**config.mk**
```make
export PLATFORM = sky130hd
export DESIGN_NAME = sipo_mc
export DESIGN_NICKNAME = d
export VERILOG_FILES = /design/src/rtl/sipo_mc.sv
export SDC_FILE = /design/constraint.sdc
export NUM_CORES = 1
export LEC_CHECK = 0
export BUFFER_PORTS_ARGS = -buffer_cell sky130_fd_sc_hd__buf_2
export CAP_MARGIN = 20
export CORE_ASPECT_RATIO = 0.6
export CORE_MARGIN = 8
export CORE_UTILIZATION = 50
export DETAILED_ROUTE_END_ITERATION = 12
export PLACE_DENSITY = 0.67
export SYNTH_ARGS = -nofsm -noshare
export SYNTH_HDL_FRONTEND = slang
export SYNTH_HIERARCHICAL = 1
export SYNTH_SLANG_ARGS = --single-unit
export TNS_END_PERCENT = 5
```
**constraint.sdc**
```tcl
create_clock -name clk -period 3.3 [get_ports clk]
set_input_delay 0.33 -clock clk [delete_from_list [all_inputs] [get_ports clk]]
set_output_delay 0.33 -clock clk [all_outputs]
set_load 0.01 [all_outputs]
```
**src/rtl/sipo_mc.sv**
```systemverilog
// sipo_mc: multi-lane serial-in/parallel-out deserializer with an output FIFO.
// Define SIPO_MC_PARITY_EN to append an even-parity bit per lane word and add m_perr.

module sipo_lane #(
  parameter int WIDTH = 8,
  parameter int IW    = 3
) (
  input  logic             clk,
  input  logic             rstn,
  input  logic             clear,
  input  logic             shift,
  input  logic [IW-1:0]    pos,
  input  logic             sin,
  output logic [WIDTH-1:0] word
);
  logic [WIDTH-1:0] sr;

  // word already carries the bit being accepted, so a completing word can be pushed at this edge
  always_comb begin
    word = sr;
    if (shift) word[pos] = sin;
  end

  always_ff @(posedge clk) begin
    if (!rstn || clear) sr <= '0;
    else if (shift)     sr <= word;
  end
endmodule

module sipo_mc #(
  parameter int NCH   = 2,
  parameter int WIDTH = 8,
  parameter int DEPTH = 4,
  parameter int CNT_W = 16
) (
  input  logic                     clk,
  input  logic                     rstn,
  input  logic [NCH-1:0]           sin,
  input  logic                     sin_valid,
  input  logic                     en,
  input  logic                     msb_first,
  input  logic                     clear,
  input  logic                     flush,
  input  logic                     ovf_clr,
  output logic                     m_valid,
  input  logic                     m_ready,
  output logic [NCH*WIDTH-1:0]     m_data,
  output logic [$clog2(DEPTH):0]   level,
  output logic                     overflow,
  output logic [CNT_W-1:0]         drop_cnt
`ifdef SIPO_MC_PARITY_EN
  ,
  output logic [NCH-1:0]           m_perr
`endif
);
`ifdef SIPO_MC_PARITY_EN
  localparam int PAR = 1;
`else
  localparam int PAR = 0;
`endif
  localparam int LAST = WIDTH - 1 + PAR;
  localparam int CW   = $clog2(LAST + 1);
  localparam int IW   = $clog2(WIDTH);
  localparam int AW   = $clog2(DEPTH);
  localparam int PW   = AW + 1;

  logic [CW-1:0] cnt;
  logic          ord_q, eff_msb, acc, at_last, par_slot, shift, done;
  logic [IW-1:0] pos;
  logic [NCH-1:0][WIDTH-1:0] word;

  assign acc     = en & sin_valid;
  assign at_last = (cnt == CW'(LAST));
`ifdef SIPO_MC_PARITY_EN
  assign par_slot = at_last;
`else
  assign par_slot = 1'b0;
`endif
  // bit order is latched on the first bit so a mid-word msb_first change cannot scramble the word
  assign eff_msb = (cnt == '0) ? msb_first : ord_q;
  assign pos     = eff_msb ? (IW'(WIDTH - 1) - IW'(cnt)) : IW'(cnt);
  assign shift   = acc & ~clear & ~par_slot;
  assign done    = acc & at_last & ~clear;

  always_ff @(posedge clk) begin
    if (!rstn || clear) begin
      cnt   <= '0;
      ord_q <= 1'b0;
    end else if (acc) begin
      cnt <= at_last ? '0 : cnt + CW'(1);
      if (cnt == '0) ord_q <= msb_first;
    end
  end

  for (genvar k = 0; k < NCH; k++) begin : g_lane
    sipo_lane #(.WIDTH(WIDTH), .IW(IW)) u_lane (
      .clk   (clk),
      .rstn  (rstn),
      .clear (clear),
      .shift (shift),
      .pos   (pos),
      .sin   (sin[k]),
      .word  (word[k])
    );
  end

  logic [PW-1:0] wptr, rptr;
  logic [AW-1:0] widx, ridx;
  logic          full, pop, push, drop;
  logic [NCH-1:0][WIDTH-1:0] mem_d [DEPTH];

  assign widx    = wptr[AW-1:0];
  assign ridx    = rptr[AW-1:0];
  assign full    = (widx == ridx) && (wptr[AW] != rptr[AW]);
  assign m_valid = (wptr != rptr);
  assign level   = wptr - rptr;
  assign pop     = m_valid & m_ready;
  // when full, a same-cycle pop frees the head slot that widx aliases
  assign push    = done & (~full | pop);
  assign drop    = done & full & ~pop & ~flush;
  assign m_data  = m_valid ? mem_d[ridx] : '0;

  always_ff @(posedge clk) begin
    if (!rstn || flush) begin
      wptr <= '0;
      rptr <= '0;
    end else begin
      if (push) wptr <= wptr + PW'(1);
      if (pop)  rptr <= rptr + PW'(1);
    end
  end

  always_ff @(posedge clk) begin
    if (push && !flush) mem_d[widx] <= word;
  end

`ifdef SIPO_MC_PARITY_EN
  logic [NCH-1:0] mem_p [DEPTH];

  always_ff @(posedge clk) begin
    if (push && !flush) mem_p[widx] <= sin;
  end

  always_comb begin
    m_perr = '0;
    if (m_valid)
      for (int k = 0; k < NCH; k++) m_perr[k] = (^mem_d[ridx][k]) ^ mem_p[ridx][k];
  end
`endif

  always_ff @(posedge clk) begin
    if (!rstn) begin
      overflow <= 1'b0;
      drop_cnt <= '0;
    end else begin
      if (drop)         overflow <= 1'b1;
      else if (ovf_clr) overflow <= 1'b0;
      if (drop && drop_cnt != '1) drop_cnt <= drop_cnt + CNT_W'(1);
    end
  end
endmodule

```
### After elaboration in Yosys (flattened, before gate mapping)

Memory sizes are Yosys's and may differ from the RTL's. A register that Yosys moved wholly into a read port is not among the register bits.
Cells that the tools add are included.

| storage, ports and cells | value |
|---|---|
| input bits | 11 |
| bits in registers | 43 |
| logic and storage cells | 62 |
| output and inout port bits | 37 |
| RAM bits | 64 |
| memories | 1 |

Memories:

| name | depth | bits a word | read ports | clocked after memory_dff | wr ports | line | text |
|---|---|---|---|---|---|---|---|
| mem_d | 4 | 16 | 1 | 1 | 1 | 110 | `logic [NCH-1:0][WIDTH-1:0] mem_d [DEPTH];` |

| cells by class | value |
|---|---|
| bitwise gates (word level) | 14 |
| equal/unequal tests | 5 |
| muxes and demuxes | 16 |
| reductions and logical operators | 10 |
| $add $sub $neg | 6 |
| $lt $le $gt $ge | 2 |

Operator list:

| cell | number |
|---|---|
| adder 16 x 1 -> 16 bit, second input constant | 1 |
| bitwise mux 8 bit | 2 |
| 2-to-1 mux 16 bit | 1 |
| 2-to-1 mux 8 bit | 2 |
| inequality test 16 bit, second input constant | 1 |
| adder 3 x 1 -> 3 bit, second input constant | 3 |
| bitwise AND 1 bit | 9 |
| 2-to-1 mux 1 bit | 6 |
| 2-to-1 mux 3 bit | 2 |
| logical AND 1 bit | 4 |
| less-than comparator 3 x 4 -> 1 bit, second input constant | 1 |
| 2-to-1 mux 2 bit | 2 |
| inverter 1 bit | 4 |
| demux 1 bit (select 3 bit) | 1 |
| equality test 3 bit, second input constant | 1 |
| greater-or-equal comparator 3 x 1 -> 1 bit, second input constant | 1 |
| zero test 3 bit | 1 |
| inequality test 3 bit | 1 |
| subtractor 3 bit | 1 |
| subtractor 3 bit, first input constant | 1 |
| equality test 2 bit | 1 |
| zero test 1 bit | 2 |
| logical OR 1 bit | 2 |
| nonzero test 2 bit | 1 |
| 2 further kinds | 2 |

### Logic depth before layout (Yosys ltp)

| depth | value |
|---|---|
| depth after elaboration | 9 |
| depth in mapped cells | 8 |

### Cells and area by module

Netlist, hierarchy kept.

Modules (own cells, without submodules):

| module | sequential area each (sq um) | times used | area an instance (sq um) | cells an instance |
|---|---|---|---|---|
| sipo_mc | 2,502.4 | 1 | 4,083.9 | 297 |
| sipo_lane | 160.2 | 2 | 494.2 | 43 |

### Least setup slack after synthesis

OpenSTA, ideal clock, no wires.

| timing path | value |
|---|---|
| kind | register -> register |
| start point | register cnt[0] |
| end point | memory mem_d[0][10] (netlist name), data pin |
| slack | 0.776 ns |
| data required time | 3.027 ns |
| path buffers | 0 |
| stages on the path, launching flop included | 8 |
| arrival | 2.252 ns |
| clock period less this slack | 2.524 ns |
| cell sequence | dfxtp_1 -> inv_1 -> ha_1 -> nor2b_1 -> mux2i_1 -> xnor2_1 -> and4bb_1 -> mux2_1 |

RTL lines:

| element | line | text |
|---|---|---|
| start, declared | 67 | `logic [CW-1:0] cnt;` |
| start signal, assigned | 90 | `cnt <= at_last ? '0 : cnt + CW'(1);` |
| end, declared | 110 |  |

==> impl_metrics.yaml <==
timing:
  rsz0062_at_grt: "no"
  tns_ns: 0
  finalClockSkew_ns: 0.00997
  period_needed_ns: 2.95
  tightest_slew_ns: 0.948
  maxSlewViolCount: 0
  hold_viol: 0
  timing.fmax_mhz: 339
  setup_viol: 0
  finalCritPeriodShare_pct: 89.5
  holdWs_ns: 0.243
  maxSlewHeadroom_pct: 36.3
clock_tree:
  max-clock-path-buffers: 2
  clock_latency_ns: 0.35
  root_buffer: "clkbuf_16"
  clock-sinks: 109
  cts_resized: 0
  cts_setup_buffers: 0
  postCtsHoldBufs: 0
  ctsHtreeMaxLevel: 3
  cts_made_buffers: 9
  cts_tree: "yes"
  cts.reportedPaths.clkPinSlew_ns: 0.07
setup_path:
  crit_fanout: 9
  r2r-start: "cnt[0]"
  r2r-end: "mem_d[3][10]"
  worstPathArrival_ns: 3.03
  crit_chain: "inv_1 > ha_1 > nor2b_1 > mux2i_1 > xnor2_1 > buf_4 > and4bb_1 > mux2_1"
  critical-path-slowest-cell: "xnor2_1"
  reg2reg_slack_ns: 0.35
  end_kind: "flip-flop"
  required_ns: 3.38
  critPathLaunchType: "flip-flop"
  critPathMaxStageDelay_ns: 0.73
  crit_type: "flip-flop to flip-flop"
  ff2ff_path_depth: 8
synthesis:
  synthesis.nets: 406
  yosysUniqueCellTypes: 44
  synth_mux_area_share_pct: 15.5
  synth_compound_gate_area_share_pct: 4.22
  yosys_register_bits: 109
  syn_area_um2: 5070
  synth_edf_count: 64
  synth_adder_area_share_pct: 3.11
  ys.flop_type: "edfxtp_1"
  synth_xor_area_share_pct: 1.55
  synth_top_family_by_area: "simple AND/OR/NAND/NOR gates"
  syn_area_per_cell_um2: 13.2
  synthSimpleGateAreaFrac_pct: 17.6
  seq_area_frac_synth_pct: 55.6
  async_flop_share_pct: 0
  synthCells: 383
  ys_warn_count: 6
placed_design:
  port_buffers: 47
  gp_congestion: 0.783
  dp_hpwl_mm: 7.32
hold_path:
  hold_end: "overflow"
  min_path_cells: 3
  min-delay-start: "ovf_clr"
  worst_hold_path_type: "primary input to flip-flop"
grt:
  antenna_found_initial: 0
  grt_pass1_vias: 3264
  grt_usage_pct: 16.6
  grt_first_pass_wirelength_mm: 17.9
  grt_remaining_overflow: 0
  grt_max_degree: 31
floorplanning:
  core_area_um2: 9880
  rows: 28
  die_h_um: 94.0
  fp.dieW_um: 146
  start_util_pct: 51.3
  die-area_um2: 13700
  io_pins: 48
power_and_ir_drop:
  power.leakage_uw: 0.00215
  total_power_uw: 2670
  power_density_nw_per_um2: 458
  vdd_ir_drop_max_mv: 0.280
detailed_routing:
  first_pass_iters: 4
  avgRoutedWirePerCell_um: 19.1
  drt_wl_total_mm: 11.0
  drtIter0Drc: 258
  drc: 0
  ant_nets: 0
  vias_per_cell: 5.80
  vias: 3341
layout:
  drive_gt1_share_pct: 24.9
  nNetsFinal: 459
  syn_to_final_growth_pct: 14.8
  num_antenna_cells: 0
run_status:
  status: "complete, no violations"
flow_run:
  maxCapViolations: 0
-- cell families (layout without fill, tap and decap cells) --
kind of cell,Yosys count,count (layout)
XOR/XNOR,9,9
AO/OA/AOI/OAI,35,35
flip-flops,109,109
adder cells (fa/ha/maj),12,12
AND/OR/NAND/NOR,133,133
buffers and inverters,29,87
multiplexers,56,56
-- sequential cells by signal, summed over array words and instances, names as in the netlist, named ones only --
signal and flops:
mem_d 64, drop_cnt 16, g_lane.u_lane/sr 16, cnt 3, rptr 3, wptr 3
ord_q 1, overflow 1
-- metal layers --
metal	track usage [%]	routed length [µm]
met5	0	0
met4	5.54	112
met3	4.38	542
met2	25.0	4770
met1	23.0	5550
-- cells in the final DEF (no fill, tap or decap), types with 3 or more instances in the layout --
master     Yosys  final
nand2_1       16     16
nor2b_1       17     17
mux2_2        10     10
clkbuf_16      0      9
mux2_1         4      4
nand4b_1       7      7
and4bb_1       6      6
or4_1          8      8
buf_2          2     47
mux2i_1       24     24
xor2_1         4      4
o31ai_1        7      7
dfxtp_1       45     45
nor3_1         4      4
nand3b_1      20     20
nand2b_1       6      6
inv_1         11     11
o211ai_1       3      3
nand3_1        7      7
a21oi_1       15     15
ha_1          11     11
nor2_1        11     11
buf_4          0     13
edfxtp_1      64     64
nand4_1        9      9
nor4_2         4      5
o21ai_0        4      4
xnor2_1        5      5
mux4_2        16     16
and2_1         6      6
-- critical path: cells and delay by family, from the launching register on --
family | cells | cell delay, ns
xor+xnor | 1 | 0.73
fa+ha+maj | 1 | 0.19
buf+inv | 2 | 0.37
flops | 1 | 0.41
mux | 2 | 0.58
simple gates | 2 | 0.40
-- cell usage after synthesis (8+ instances only) --
cell type / number / share of area [%]
ha_1: 11 / 2.7
clkbuf_1: 14 / 1.0
nand4_1: 9 / 1.1
nor2b_1: 17 / 2.1
nand2_1: 16 / 1.2
dfxtp_1: 45 / 18
inv_1: 11 / 0.81
mux2_2: 10 / 2.2
or4_1: 8 / 1.2
nor2_1: 11 / 0.81
a21oi_1: 15 / 1.5
edfxtp_1: 64 / 38
mux4_2: 16 / 7.1
mux2i_1: 24 / 4.7
nand3b_1: 20 / 3.0
-- metrics by stage --
stage	std cells	instance area [µm²]	setup slack, ns	utilization (%)
floorplan	383	5070	0.776	-
global placement	557	5480	0.182	55.5
detailed placement	560	5500	0.420	55.7
CTS	576	5830	0.365	59.0
global route	576	5830	0.190	59.0
finish	576	5830	0.347	59.0
-- final cells by class --
cell class / count / area [µm²]
Sequential cell: 109 / 2820
Clock inverter: 7 / 97.6
Multi-Input combinational cell: 245 / 2140
Tap cell: 135 / 169
Clock buffer: 9 / 225
Inverter: 11 / 41.3
Fill cell: 791 / 4050
Timing Repair Buffer: 60 / 333
-- report_power, final --
part	switching [µW]	internal (µW)	total, µW
clock	491	669	1160
combinational	54.0	29.0	83.0
sequential	1.32	1430	1430
-- worst max-delay path by stage --
stage / startpoint / to / slack, ns / cells after the start
3_3_place_gp: cnt[0] / mem_d[0][10] / 0.18 / 7
4_1_cts: cnt[0] / mem_d[0][10] / 0.36 / 8
2_1_floorplan: cnt[0] / mem_d[0][10] / 0.78 / 7
5_1_grt: cnt[0] / mem_d[0][10] / 0.19 / 8
6_report: cnt[0] / mem_d[3][10] / 0.35 / 8
3_5_place_dp: cnt[0] / mem_d[0][12] / 0.42 / 8
(Power assumes the default switching activity.)
